--- config.mk ---
export PLATFORM = sky130hd
export DESIGN_NAME = id_ex_stage
export DESIGN_NICKNAME = d
export VERILOG_FILES = /design/src/rtl/id_ex_stage.sv
export SDC_FILE = /design/constraint.sdc
export NUM_CORES = 1
export LEC_CHECK = 0
export BUFFER_PORTS_ARGS = -buffer_cell sky130_fd_sc_hd__buf_4
export CAP_MARGIN = 20
export CORE_MARGIN = 5
export CORE_UTILIZATION = 45
export CTS_CLUSTER_DIAMETER = 150
export DETAILED_ROUTE_END_ITERATION = 12
export PLACE_DENSITY = 0.77
export SYNTH_ARGS = -nofsm -noshare
export SYNTH_HDL_FRONTEND = slang
export SYNTH_SLANG_ARGS = --single-unit
--- constraint.sdc ---
create_clock -name clk -period 6.5 [get_ports clk]
set_clock_uncertainty 0.1 [all_clocks]
set_input_delay 0.975 -clock clk [delete_from_list [all_inputs] [get_ports clk]]
set_output_delay 0.975 -clock clk [all_outputs]
set_load 0.02 [all_outputs]
--- src/rtl/id_ex_stage.sv ---
// ID/EX pipeline register: operand/control latch, EX/MEM and MEM/WB forwarding,
// immediate/shift operand select and load-use bubble insertion. Optional STALL_CNT_EN adds stall_count.
module id_ex_stage #(
    parameter int DATA_WIDTH    = 32,
    parameter int OPCODE_LENGTH = 4,
    parameter int REG_ADDR_W    = 5
) (
    input  logic                     clk,
    input  logic                     reset,
    input  logic                     id_valid,
    input  logic [REG_ADDR_W-1:0]    id_rs1_addr,
    input  logic [REG_ADDR_W-1:0]    id_rs2_addr,
    input  logic [REG_ADDR_W-1:0]    id_rd_addr,
    input  logic [DATA_WIDTH-1:0]    id_rs1_data,
    input  logic [DATA_WIDTH-1:0]    id_rs2_data,
    input  logic [DATA_WIDTH-1:0]    id_imm,
    input  logic                     id_alu_src,
    input  logic [OPCODE_LENGTH-1:0] id_alu_op,
    input  logic                     id_reg_write,
    input  logic                     id_mem_read,
    input  logic                     id_mem_write,
    input  logic                     id_mem_to_reg,
    input  logic                     stall,
    input  logic                     flush,
    input  logic [REG_ADDR_W-1:0]    exmem_rd,
    input  logic                     exmem_reg_write,
    input  logic [DATA_WIDTH-1:0]    exmem_result,
    input  logic [REG_ADDR_W-1:0]    memwb_rd,
    input  logic                     memwb_reg_write,
    input  logic [DATA_WIDTH-1:0]    memwb_result,
    output logic                     stall_req,
    output logic                     ex_valid,
    output logic [DATA_WIDTH-1:0]    SrcA,
    output logic [DATA_WIDTH-1:0]    SrcB,
    output logic [OPCODE_LENGTH-1:0] Operation,
    output logic [DATA_WIDTH-1:0]    ex_store_data,
    output logic [REG_ADDR_W-1:0]    ex_rd,
    output logic                     ex_reg_write,
    output logic                     ex_mem_read,
    output logic                     ex_mem_write,
    output logic                     ex_mem_to_reg
`ifdef STALL_CNT_EN
    ,
    output logic [31:0]              stall_count
`endif
);

    localparam logic [OPCODE_LENGTH-1:0] OP_SLL = OPCODE_LENGTH'(4'b0100);
    localparam logic [OPCODE_LENGTH-1:0] OP_SRL = OPCODE_LENGTH'(4'b0101);
    localparam logic [OPCODE_LENGTH-1:0] OP_SRA = OPCODE_LENGTH'(4'b0111);

    logic                     valid_q,      valid_d;
    logic [REG_ADDR_W-1:0]    rs1_addr_q,   rs1_addr_d;
    logic [REG_ADDR_W-1:0]    rs2_addr_q,   rs2_addr_d;
    logic [REG_ADDR_W-1:0]    rd_q,         rd_d;
    logic [DATA_WIDTH-1:0]    rs1_data_q,   rs1_data_d;
    logic [DATA_WIDTH-1:0]    rs2_data_q,   rs2_data_d;
    logic [DATA_WIDTH-1:0]    imm_q,        imm_d;
    logic                     alu_src_q,    alu_src_d;
    logic [OPCODE_LENGTH-1:0] alu_op_q,     alu_op_d;
    logic                     reg_write_q,  reg_write_d;
    logic                     mem_read_q,   mem_read_d;
    logic                     mem_write_q,  mem_write_d;
    logic                     mem_to_reg_q, mem_to_reg_d;

    logic [DATA_WIDTH-1:0]    fwd_rs1;
    logic [DATA_WIDTH-1:0]    fwd_rs2;
    logic [DATA_WIDTH-1:0]    shift_b;
    logic                     is_shift_imm;

    assign ex_valid      = valid_q;
    assign ex_rd         = rd_q;
    assign Operation     = alu_op_q;
    assign ex_reg_write  = reg_write_q  & valid_q;
    assign ex_mem_read   = mem_read_q   & valid_q;
    assign ex_mem_write  = mem_write_q  & valid_q;
    assign ex_mem_to_reg = mem_to_reg_q & valid_q;

    // A load in EX cannot forward in time to a dependent instruction in decode.
    assign stall_req = ex_valid & ex_mem_read & (ex_rd != '0) & id_valid &
                       ((ex_rd == id_rs1_addr) | ((ex_rd == id_rs2_addr) & ~id_alu_src));

    always_comb begin
        fwd_rs1 = rs1_data_q;
        if (exmem_reg_write && (exmem_rd != '0) && (exmem_rd == rs1_addr_q)) begin
            fwd_rs1 = exmem_result;
        end else if (memwb_reg_write && (memwb_rd != '0) && (memwb_rd == rs1_addr_q)) begin
            fwd_rs1 = memwb_result;
        end
    end

    always_comb begin
        fwd_rs2 = rs2_data_q;
        if (exmem_reg_write && (exmem_rd != '0) && (exmem_rd == rs2_addr_q)) begin
            fwd_rs2 = exmem_result;
        end else if (memwb_reg_write && (memwb_rd != '0) && (memwb_rd == rs2_addr_q)) begin
            fwd_rs2 = memwb_result;
        end
    end

    // The ALU reads immediate shift amounts from SrcB[24:20].
    always_comb begin
        shift_b        = '0;
        shift_b[24:20] = imm_q[4:0];
    end

    assign is_shift_imm = (alu_op_q == OP_SLL) | (alu_op_q == OP_SRL) | (alu_op_q == OP_SRA);

    always_comb begin
        SrcA = fwd_rs1;
        if (!alu_src_q) begin
            SrcB = fwd_rs2;
        end else if (is_shift_imm) begin
            SrcB = shift_b;
        end else begin
            SrcB = imm_q;
        end
    end

    assign ex_store_data = fwd_rs2;

    always_comb begin
        valid_d      = valid_q;
        rs1_addr_d   = rs1_addr_q;
        rs2_addr_d   = rs2_addr_q;
        rd_d         = rd_q;
        rs1_data_d   = rs1_data_q;
        rs2_data_d   = rs2_data_q;
        imm_d        = imm_q;
        alu_src_d    = alu_src_q;
        alu_op_d     = alu_op_q;
        reg_write_d  = reg_write_q;
        mem_read_d   = mem_read_q;
        mem_write_d  = mem_write_q;
        mem_to_reg_d = mem_to_reg_q;
        if (flush) begin
            valid_d      = 1'b0;
            reg_write_d  = 1'b0;
            mem_read_d   = 1'b0;
            mem_write_d  = 1'b0;
            mem_to_reg_d = 1'b0;
        end else if (stall) begin
            valid_d = valid_q;
        end else if (stall_req) begin
            valid_d      = 1'b0;
            reg_write_d  = 1'b0;
            mem_read_d   = 1'b0;
            mem_write_d  = 1'b0;
            mem_to_reg_d = 1'b0;
            alu_op_d     = '0;
        end else begin
            valid_d      = id_valid;
            rs1_addr_d   = id_rs1_addr;
            rs2_addr_d   = id_rs2_addr;
            rd_d         = id_rd_addr;
            rs1_data_d   = id_rs1_data;
            rs2_data_d   = id_rs2_data;
            imm_d        = id_imm;
            alu_src_d    = id_alu_src;
            alu_op_d     = id_alu_op;
            reg_write_d  = id_reg_write;
            mem_read_d   = id_mem_read;
            mem_write_d  = id_mem_write;
            mem_to_reg_d = id_mem_to_reg;
        end
    end

    always_ff @(posedge clk) begin
        if (reset) begin
            valid_q      <= 1'b0;
            rs1_addr_q   <= '0;
            rs2_addr_q   <= '0;
            rd_q         <= '0;
            rs1_data_q   <= '0;
            rs2_data_q   <= '0;
            imm_q        <= '0;
            alu_src_q    <= 1'b0;
            alu_op_q     <= '0;
            reg_write_q  <= 1'b0;
            mem_read_q   <= 1'b0;
            mem_write_q  <= 1'b0;
            mem_to_reg_q <= 1'b0;
        end else begin
            valid_q      <= valid_d;
            rs1_addr_q   <= rs1_addr_d;
            rs2_addr_q   <= rs2_addr_d;
            rd_q         <= rd_d;
            rs1_data_q   <= rs1_data_d;
            rs2_data_q   <= rs2_data_d;
            imm_q        <= imm_d;
            alu_src_q    <= alu_src_d;
            alu_op_q     <= alu_op_d;
            reg_write_q  <= reg_write_d;
            mem_read_q   <= mem_read_d;
            mem_write_q  <= mem_write_d;
            mem_to_reg_q <= mem_to_reg_d;
        end
    end

`ifdef STALL_CNT_EN
    logic [31:0] stall_cnt_q, stall_cnt_d;

    always_comb begin
        stall_cnt_d = stall_cnt_q;
        if (stall_req && !stall && !flush && (stall_cnt_q != 32'hFFFF_FFFF)) begin
            stall_cnt_d = stall_cnt_q + 32'd1;
        end
    end

    always_ff @(posedge clk) begin
        if (reset) begin
            stall_cnt_q <= '0;
        end else begin
            stall_cnt_q <= stall_cnt_d;
        end
    end

    assign stall_count = stall_cnt_q;
`endif

endmodule

==> impl_summary.txt <==
----------------------------------------------------
[Global routing]
  First-pass GRT wire length ... 60300 microns
  Antenna violations before repair ... 3
  Maximum number of pins on one net before global-route repair ... 230
  Aggregate global routing overflow ... 0
  GRT Overall Usage ... 0.324
  Via count of the first global-routing pass ... 9964

[Logic synthesis]
  Post-Syn Instances ... 1094
  Cell area after synthesis ... 0.00924 sq mm
  Count of unique library cells instantiated by Yosys ... 45
  Top post-synthesis cells by area ... dfxtp_1, a32o_1, a211o_1, nor4b_1, and3_1
  Yosys warnings ... 0
  Post-synthesis area per instance ... 8.44 sq um
  Top-count cell post-synth ... dfxtp_1
  Seq/Total Area, Yosys ... 0.262
  Async set-reset flop share out of synthesis ... 0
  Top cells by count, synth ... dfxtp_1, and3_1, a211o_1, a32o_1, nor4b_1
  Most instantiated flip-flop cell in the synthesis netlist ... dfxtp_1
  Proportion of netlist area held by the largest area contributor ... 0.262
  Synthesized net count ... 1295
  Count of flip-flops with a built-in enable after synthesis ... 0
  Library cell with the largest summed area after synthesis ... dfxtp_1
  Flip-flop and latch count after synthesis ... 121

[Min path]
  Worst Hold Class ... flop to flop
  Number of stages on the worst hold path ... 1
  HP Start ... reg_write_q
  Endpoint with the worst hold slack ... reg_write_q

[Cells and area]
  Net total in the final layout ... 1494
  Design Area, Final ... 0.0121 sq mm
  Area used by sequential logic in the layout ... 0.00242 sq mm
  Signed area change from the synthesized netlist to the final layout ... 31.1%
  Total of fill cells in the finished design ... 1805
  Area occupied by multi-input gates ... 0.00618 sq mm
  Fraction of final layout cells sized beyond drive strength 1 ... 0.292

[Pwr]
  Share of power burned in registers ... 0.331
  Fraction of power spent switching nets ... 0.320
  Sw power ... 846 uW
  Largest vdd supply drop ... 0.000177 V
  Comb pwr share ... 0.297
  Cell Int Power ... 1800 uW
  Clock share of power ... 0.372
  Cell leakage power ... 0.00567 uW
  Power Dens Cells ... 218 mW/mm^2

[Clock network]
  Sinks on Clock Net ... 121
  Clk pin slew, worst setup/hold paths ... 0.06 ns
  Clock latency of the later-clocked register in the worst-skew pair ... 0.42 ns
  CTS Hold Bufs ... 0
  Number of H-tree levels ... 4
  Number of gates resized after cts ... 0
  Root buffer cell ... clkbuf_16
  Setup Buffers After CTS ... 0
  Buffer levels on the longest clock path ... 2
  Number of buffers created by CTS ... 17
  TritonCTS clock tree ... done

[STA]
  RSZ-0062 raised after global routing ... false
  Endpoints failing hold ... 0
  Final number of max-transition violations ... 0
  Relative slew slack ... 0.245
  Setup-violating endpoint count in the final report ... 0
  Worst-case hold slack ... 0.371 ns
  Post-Route Setup TNS ... 0 ns
  Slew at the pin with the worst max-slew slack ... 1.13 ns
  Post-layout minimum cycle time ... 4.91 ns
  Fmax ... 0.204 GHz
  Final Cycle Share ... 0.755

[Setup path]
  Startpoint type of the worst setup path ... input pin
  Kind of end point of the critical path ... output port
  Arrival time at the worst endpoint ... 3.83 ns
  Worst EP required ... 5.42 ns
  Setup slack, reg-to-reg ... 3.79 ns
  Critical Setup Path Class ... input pin to output port
  Worst R2R Path Depth ... 5
  Worst r2r dst ... rs1_addr_q[4]
  Largest fanout on the critical path ... 37
  Worst reg2reg path startpoint ... ex_rd[0]

[Floorplan]
  Starting Density ... 0.457
  Die boundary height ... 153 microns
  Num ports ... 312
  Die Width ... 153 microns
  Row cnt ... 52
  Core area ... 0.0202 sq mm
  Die area ... 0.0235 sq mm

[Drt]
  Drt total wl ... 40700 microns
  Number of vias per cell after detailed routing ... 6.77
  Violation count after the first detailed-routing iteration ... 1217
  Antenna Violating Nets Remaining ... 0
  Number of detailed-route iterations in the first pass ... 5
  DR DRC count ... 0
  Vias after detailed routing ... 10662
  WL per Instance ... 25.8 microns

[Placement]
  IO Port Bufs ... 311
  HPWL after detailed placement ... 27900 microns
  Area after detailed placement ... 0.0115 sq mm
  Final Wtd Congestion ... 0.965

[Status]
  Result of the run ... finished clean

[Job]
  Number of maximum-capacitance violations ... 0

----------------------------------------------------
-- power by group through the flow --
stage               logic (uW)  registers (uW)  clock network, uW
global placement           763             884                  0
global route               828             880               1030
detailed placement         771             887                  0
CTS                        774             871                991
floorplan                  445             863                  0
finish                     785             874                984
-- flip-flops by register name, indices dropped and copies added (netlist names) --
register,cells
reg_write_q,1
rs2_data_q,32
Operation,4
rs1_addr_q,5
mem_to_reg_q,1
imm_q,32
ex_rd,5
ex_valid,1
rs2_addr_q,5
mem_read_q,1
mem_write_q,1
alu_src_q,1
rs1_data_q,32
-- layout make-up --
class | instances | area share
diodes | 3 | 0.000620
clock buffers | 21 | 0.0397
clock inverters | 8 | 0.00992
inverters | 8 | 0.00289
multi-input cells | 817 | 0.510
flip-flops and latches | 121 | 0.200
well taps | 270 | 0.0279
repair buffers | 328 | 0.209
-- metal layers --
layer	global-route usage	part of all wire	vias to the layer above
li1	-	-	4785
met1	0.424	0.40	5135
met2	0.513	0.45	653
met3	0.0746	0.11	89
met4	0.140	0.042	0
met5	0	0	-
-- stage by stage --
| stage | worst slack [ns] | cells | util | power, uW |
|---|---|---|---|---|
| floorplan | 2.59 | 1094 | - | 1310 |
| global placement | 1.69 | 1542 | 0.566 | 1650 |
| detailed placement | 1.68 | 1543 | 0.567 | 1660 |
| CTS | 1.68 | 1572 | 0.597 | 2640 |
| global route | 1.54 | 1575 | 0.598 | 2730 |
| finish | 1.59 | 1576 | 0.598 | 2640 |
-- worst max-delay path, stage by stage --
cell and delay [ns]:
buf_4 0.13, or4_1 0.56, o211ai_2 0.16, buf_4 0.35, or2_2 0.80, a31oi_1 0.35
a22o_1 0.32, buf_4 0.15
-- worst max-delay path by stage --
stage	startpoint	end	slack (ns)	cells after the start
floorplan	memwb_rd[3]	SrcB[1]	2.59	6
CTS	exmem_rd[1]	SrcB[7]	1.68	8
finish	exmem_rd[1]	SrcB[7]	1.59	8
global placement	exmem_rd[1]	SrcB[7]	1.69	8
global route	exmem_rd[1]	SrcB[7]	1.54	8
detailed placement	exmem_rd[1]	SrcB[7]	1.68	8
-- cell usage in the layout, fill, tap and decap left out, types with 7 or more instances in the layout --
cell type,n
dfxtp_1,121
and3_1,112
a211o_1,105
nor4b_1,105
a31oi_2,12
nor2_1,60
a32o_1,105
o21ai_0,22
inv_1,7
nand3_1,23
a22o_1,31
mux2i_1,44
a31oi_1,17
clkbuf_16,17
nor3_1,27
xnor2_1,25
a21oi_1,45
nand2_1,28
buf_4,324
-- cells by family (layout without fill, tap and decap cells) --
family	after synthesis	in the layout	share of synthesized area
compound gates	367	367	0.335
xor+xnor	30	30	0.0284
buf+inv	156	365	0.0723
flops	121	121	0.262
mux	44	44	0.0477
other cells	0	3	0
simple gates	376	376	0.254
(Power assumes the default switching activity.)
